### config.mk
export PLATFORM = sky130hd
export DESIGN_NAME = uart_console
export DESIGN_NICKNAME = d
export VERILOG_FILES = /design/src/rtl/uart_console.sv
export SDC_FILE = /design/constraint.sdc
export NUM_CORES = 1
export LEC_CHECK = 0
export ABC_AREA = 1
export BUFFER_PORTS_ARGS = -buffer_cell sky130_fd_sc_hd__clkbuf_2
export CORE_MARGIN = 2
export CORE_UTILIZATION = 55
export DETAILED_ROUTE_END_ITERATION = 8
export PLACE_DENSITY = 0.75
export SETUP_SLACK_MARGIN = 0.05
export SLEW_MARGIN = 20
export SYNTH_ARGS = -nofsm -noshare
export SYNTH_HDL_FRONTEND = slang
export SYNTH_SLANG_ARGS = --single-unit
### constraint.sdc
create_clock -name clk -period 5 [get_ports clk]
set_input_delay 1 -clock clk [delete_from_list [all_inputs] [get_ports clk]]
set_output_delay 1 -clock clk [all_outputs]
set_load 0.03 [all_outputs]
### src/rtl/uart_console.sv
// uart_console: memory-mapped 8N1 UART transmit console on the picorv32
// native memory bus. A 16-byte window holds DATA (push), STATUS, and DIV.
// Firmware byte writes are buffered in a TX FIFO and serialized on uart_tx.
// Optional macro UART_CONSOLE_SIM_EN echoes every accepted byte with $write.
// o_dbg_state exposes the TX FSM state (0 IDLE, 1 START, 2 DATA, 3 STOP).
module uart_console #(
   parameter logic [31:0] BASE_ADDR  = 32'h9000_0000,
   parameter int          CLK_DIV    = 868,
   parameter int          FIFO_DEPTH = 16
) (
   input  logic        clk,
   input  logic        rst,
   input  logic        mem_valid,
   output logic        mem_ready,
   input  logic [31:0] mem_addr,
   input  logic [31:0] mem_wdata,
   input  logic [3:0]  mem_wstrb,
   output logic [31:0] mem_rdata,
   output logic        uart_tx,
   output logic [1:0]  o_dbg_state
);

   localparam int          AW      = $clog2(FIFO_DEPTH);
   localparam logic [15:0] RST_DIV = 16'(CLK_DIV);

   typedef enum logic [1:0] {S_IDLE, S_START, S_DATA, S_STOP} state_t;
   state_t r_state, w_state_nxt;

   // FIFO storage and pointers (one extra bit distinguishes full from empty)
   logic [7:0]  r_mem [FIFO_DEPTH];
   logic [AW:0] r_wr_ptr, r_rd_ptr;
   logic [AW:0] w_count;
   logic        w_full, w_empty;

   // Transmitter datapath
   logic [15:0] r_div, r_fdiv, r_cnt;
   logic [2:0]  r_bit;
   logic [7:0]  r_shift;

   // Bus response and the side effect it carries into the completion edge
   logic        r_ready;
   logic [31:0] r_rdata;
   logic        r_pend_push, r_pend_div;
   logic [7:0]  r_pbyte;
   logic [15:0] r_pdiv;

   logic        w_hit, w_is_push, w_accept, w_push, w_pop, w_bit_end;
   logic [31:0] w_rd_val;
   logic        w_unused;

   assign w_unused = &{1'b0, mem_addr[1:0], mem_wdata[31:16]};

   assign w_count = r_wr_ptr - r_rd_ptr;
   assign w_empty = (r_wr_ptr == r_rd_ptr);
   assign w_full  = (r_wr_ptr[AW] != r_rd_ptr[AW]) &&
                    (r_wr_ptr[AW-1:0] == r_rd_ptr[AW-1:0]);

   // Handshake: a request is taken on the edge where mem_valid is high, the
   // address hits, and no response is currently being presented (r_ready
   // low). mem_ready is then high for exactly the following cycle. A DATA
   // push is only taken when the FIFO has room after this edge, so a full
   // FIFO stalls the core until the transmitter pops.
   assign w_hit     = mem_valid && (mem_addr[31:4] == BASE_ADDR[31:4]) && !r_ready;
   assign w_is_push = (mem_addr[3:2] == 2'd0) && mem_wstrb[0];
   assign w_accept  = w_hit && !(w_is_push && w_full && !w_pop);
   assign w_push    = r_ready && r_pend_push;
   assign w_bit_end = (r_cnt == 16'd0);

   assign mem_ready   = r_ready;
   assign mem_rdata   = r_rdata;
   assign o_dbg_state = r_state;
   // Line level follows the registered FSM state; reset forces IDLE, so the
   // line returns high asynchronously.
   assign uart_tx = (r_state == S_START) ? 1'b0 :
                    (r_state == S_DATA)  ? r_shift[0] : 1'b1;

   // Read-data mux for the register being accessed
   always_comb begin
      w_rd_val = '0;
      if (mem_wstrb == 4'b0000) begin
         case (mem_addr[3:2])
            2'd1:    w_rd_val = {16'd0, 8'(w_count), 5'd0, w_empty, w_full,
                                 (r_state != S_IDLE)};
            2'd2:    w_rd_val = {16'd0, r_div};
            default: w_rd_val = '0;
         endcase
      end
   end

   // Bus response registers and DIV register update on completion
   always_ff @(posedge clk or posedge rst) begin
      if (rst) begin
         r_ready     <= 1'b0;
         r_rdata     <= '0;
         r_pend_push <= 1'b0;
         r_pend_div  <= 1'b0;
         r_pbyte     <= '0;
         r_pdiv      <= '0;
         r_div       <= RST_DIV;
      end else begin
         r_ready     <= w_accept;
         r_rdata     <= w_accept ? w_rd_val : 32'd0;
         r_pend_push <= w_accept && w_is_push;
         r_pend_div  <= w_accept && (mem_addr[3:2] == 2'd2) && (&mem_wstrb[1:0]);
         if (w_accept) begin
            r_pbyte <= mem_wdata[7:0];
            r_pdiv  <= mem_wdata[15:0];
         end
         if (r_pend_div) r_div <= (r_pdiv < 16'd2) ? 16'd2 : r_pdiv;
      end
   end

   // FIFO pointers; reset discards any queued bytes
   always_ff @(posedge clk or posedge rst) begin
      if (rst) begin
         r_wr_ptr <= '0;
         r_rd_ptr <= '0;
      end else begin
         if (w_push) r_wr_ptr <= r_wr_ptr + 1'b1;
         if (w_pop)  r_rd_ptr <= r_rd_ptr + 1'b1;
      end
   end

   // FIFO storage write (no reset needed on the data array)
   always_ff @(posedge clk) begin
      if (w_push) r_mem[r_wr_ptr[AW-1:0]] <= r_pbyte;
   end

   // TX FSM state register
   always_ff @(posedge clk or posedge rst) begin
      if (rst) r_state <= S_IDLE;
      else     r_state <= w_state_nxt;
   end

   // TX FSM next state and pop decision; STOP chains straight into START
   always_comb begin
      w_state_nxt = r_state;
      w_pop       = 1'b0;
      case (r_state)
         S_IDLE: begin
            if (!w_empty) begin
               w_pop       = 1'b1;
               w_state_nxt = S_START;
            end
         end
         S_START: if (w_bit_end) w_state_nxt = S_DATA;
         S_DATA:  if (w_bit_end && (r_bit == 3'd7)) w_state_nxt = S_STOP;
         S_STOP: begin
            if (w_bit_end) begin
               if (!w_empty) begin
                  w_pop       = 1'b1;
                  w_state_nxt = S_START;
               end else begin
                  w_state_nxt = S_IDLE;
               end
            end
         end
         default: w_state_nxt = S_IDLE;
      endcase
   end

   // Bit timer and shift register; DIV is latched at the pop for the frame
   always_ff @(posedge clk or posedge rst) begin
      if (rst) begin
         r_cnt   <= '0;
         r_bit   <= '0;
         r_shift <= '0;
         r_fdiv  <= RST_DIV;
      end else if (w_pop) begin
         r_shift <= r_mem[r_rd_ptr[AW-1:0]];
         r_fdiv  <= r_div;
         r_cnt   <= r_div - 16'd1;
         r_bit   <= '0;
      end else if (r_state != S_IDLE) begin
         if (w_bit_end) begin
            r_cnt <= r_fdiv - 16'd1;
            if (r_state == S_DATA) begin
               r_shift <= {1'b0, r_shift[7:1]};
               r_bit   <= r_bit + 3'd1;
            end
         end else begin
            r_cnt <= r_cnt - 16'd1;
         end
      end
   end

`ifdef UART_CONSOLE_SIM_EN
   // Echo each accepted console byte to the simulator's stdout
   always_ff @(posedge clk) begin
      if (w_push) $write("%c", r_pbyte);
   end
`else
   // Synthesizable build: no simulator echo
`endif

endmodule

==> impl_results.md <==
* Clk buf depth at 3
* Critical Path RT at 5.41 ns
* Antenna violations before repair at 0
* Worst Skew at 0.00965 ns
* Largest net degree at the start of global routing at 80
* CP max FO at 34
* Arrival @ worst endpoint at 4.04 ns
* Final Instance Area at 11800 um^2
* CTS clock-pin slew for the worst setup and hold paths at 0.06 ns
* Clock tree sinks at 234
* Synth-to-Final Area Change at 12.6%
* Post_cts resized at 0
* Routed Antenna Nets at 0
* Vias in the first global route at 7271
* Synthesized area at 10500 um^2
* Seq/Total Area, Yosys at 0.622
* Final setup margin at 1.38 ns
* Post-synth ARST share at 0.453
* Commonest non-fill, non-tap cell in the layout: nand2_1
* WS Path Type: reg -> reg
* Pleak at 0.00494 uW
* Initial Utilization at 0.560
* Worst setup EP type: flop
* Io pins at 107
* DR DRC count at 0
* Num CTS Buffers at 25
* GRT Residual Overflow at 0
* Startpoint class of the critical path: flop
* # hold bufs at CTS at 0
* Placed Area at 11000 um^2
* Synth cell types at 49
* Number of max-slew violations in the final report at 0
* WL/cell at 17.9 um
* Overall via count from detail_route at 7651
* Yosys reg bits at 234
* # Max-Cap Violations at 0
* First-pass iteration count of the detailed router at 6
* Core area at 18700 um^2
* Fin crit period at 3.62 ns
* Die W at 142 um
* Peak supply drop at 0.345 mV
* Fin. Hold Viols at 0
* Most frequent cells in the layout: 202 x nand2_1, 129 x nor2_1, 128 x edfxtp_1
* DRT iter0 DRCs at 768
* Row cnt at 50
* Cell count after synthesis at 1032
* Worst-skew pair later-pin latency at 0.53 ns
* DR vias/cell at 5.66
* Fmax at 276 MHz
* Worst Hold Class: reg -> reg
* Fraction of layout cells with a size suffix above 1 at 0.152
* Slew HR at 0.338
* Gp weighted congestion at 0.884
* Place WS at 1.43 ns
* RSZ-0062 raised after global routing: no
* CTS tree: yes
* Yosys warns at 0
* H-tree levels at 1
* Global-route wire length before repair at 38300 um
* Die Ht at 142 um
* Final setup viols at 0
* Clock root buffer: clkbuf_16
* Layout Nets at 1191
* Number of enable flip-flop cells after synthesis at 128
* Setup TNS at 0 ns
* Routed Wire Length at 24200 um
* Top FF cell, synth: edfxtp_1
* Status: completed
* Synthesized area per cell at 10.1 um^2
* Diode count at 0
* Die ar. at 20200 um^2
* Power per standard cell area at 333 nW/um^2
* # Post-CTS Setup Buffers at 0
* Post-DP HPWL at 15000 um
* Global Route Usage Sum at 0.245
* Port Buffers at 72
* Worst-margin pin slew at 0.990 ns
* Final worst-path cycle share at 0.725
## synthesized netlist by cell type (2+ instances only)
cell | n | area [um^2]
buf_2 | 5 | 25.0
nor2_1 | 129 | 484
nand2_4 | 2 | 22.5
a21oi_1 | 23 | 115
mux2_2 | 5 | 56.3
nor3_1 | 13 | 65.1
a22o_1 | 2 | 17.5
xor2_1 | 11 | 96.3
clkbuf_1 | 30 | 113
a22oi_1 | 3 | 22.5
o221ai_1 | 9 | 78.8
nand3_1 | 43 | 215
nand2_2 | 13 | 81.3
nor4_1 | 8 | 50.1
or2_2 | 7 | 43.8
o21ai_1 | 2 | 10.0
a221oi_1 | 2 | 17.5
dfrtp_1 | 96 | 2400
nor2_4 | 4 | 45.0
inv_1 | 76 | 285
nand4_1 | 6 | 37.5
edfxtp_1 | 128 | 3840
o21ai_0 | 107 | 536
buf_4 | 18 | 135
nand2_1 | 202 | 758
ha_1 | 20 | 250
dfstp_2 | 10 | 263
inv_2 | 4 | 15.0
o22ai_1 | 21 | 131
a31oi_1 | 6 | 37.5
o21bai_1 | 5 | 37.5
nor2_2 | 5 | 31.3
## worst max-delay path: stages, from the launching register on
cell	delay (ns)
dfrtp_1	0.32
buf_4	0.34
inv_1	0.11
ha_1	0.30
nand2_1	0.10
nor2_1	0.07
nand2_2	0.13
nand2_2	0.09
o21ai_4	0.43
nand2_4	0.17
o21ai_0	0.12
nand2_1	0.09
inv_1	0.11
ha_1	0.19
nand3_1	0.13
nor2_1	0.25
nand2_2	0.13
nor2_4	0.17
nand3_1	0.08
nand3_1	0.08
nand2_1	0.06
## cells by family after synthesis
group | after synthesis | synth area share
simple gates | 435 | 0.177
other cells | 1 | 0.000358
mux | 5 | 0.00538
buf+inv | 136 | 0.0565
compound gates | 189 | 0.104
flops | 234 | 0.622
xor+xnor | 11 | 0.00920
fa+ha+maj | 21 | 0.0258
## where the power goes
group | total, uW | leakage, uW | internal (uW) | switching (uW)
logic | 63.4 | 0.00214 | 18.1 | 45.3
registers | 2020 | 0.00240 | 2020 | 0.0000551
clock network | 1840 | 0.000403 | 1090 | 753
## registers in the layout, indices dropped and copies added, names as in the netlist
| signal | flops |
|---|---|
| r_pend_div | 1 |
| o_dbg_state | 2 |
| r_shift | 8 |
| r_div | 16 |
| r_fdiv | 16 |
| mem_ready | 1 |
| r_pend_push | 1 |
| r_pbyte | 7 |
| r_pdiv | 9 |
| r_mem | 128 |
| r_cnt | 16 |
| r_bit | 3 |
| r_rd_ptr | 5 |
| r_wr_ptr | 5 |
| mem_rdata | 16 |
## through the flow
stage | instances | power (uW) | utilization | hold WS, ns
finish | 1352 | 3930 | 0.630 | 0.464
global route | 1352 | 4040 | 0.630 | 0.483
CTS | 1352 | 3950 | 0.630 | 0.464
detailed placement | 1306 | 2120 | 0.586 | 0.454
global placement | 1306 | 2120 | 0.586 | 0.452
floorplan | 1047 | 2100 | - | 0.442
## final timing paths
kind                             end        start  slack [ns]  cells after the start
min reg2reg                r_fdiv[9]    r_fdiv[9]        0.46                      2
max in group asynchronous   r_div[5]          rst        3.50                      3
max reg2reg                r_cnt[14]  r_rd_ptr[1]        1.38                     20
min                        r_fdiv[9]    r_fdiv[9]        0.46                      2
min in group asynchronous  r_pdiv[9]          rst        0.58                      2
max                        r_cnt[14]  r_rd_ptr[1]        1.38                     20
## per-layer routing
metal  global-route usage  up-vias  share of wire
met5                    0        -              0
met4               0.0721        0          0.023
met3               0.0417       40          0.072
met2                0.403      286           0.49
met1                0.339     3706           0.42
li1                     -     3619              -
## final cells by class
cell class | count | area [um^2]
Inverter | 81 | 309
Timing Repair Buffer | 80 | 420
Sequential cell | 234 | 6510
Tap cell | 234 | 293
Multi-Input combinational cell | 677 | 3420
Fill cell | 1420 | 6920
Clock buffer | 35 | 703
Clock inverter | 11 | 129
(Power assumes the default switching activity.)
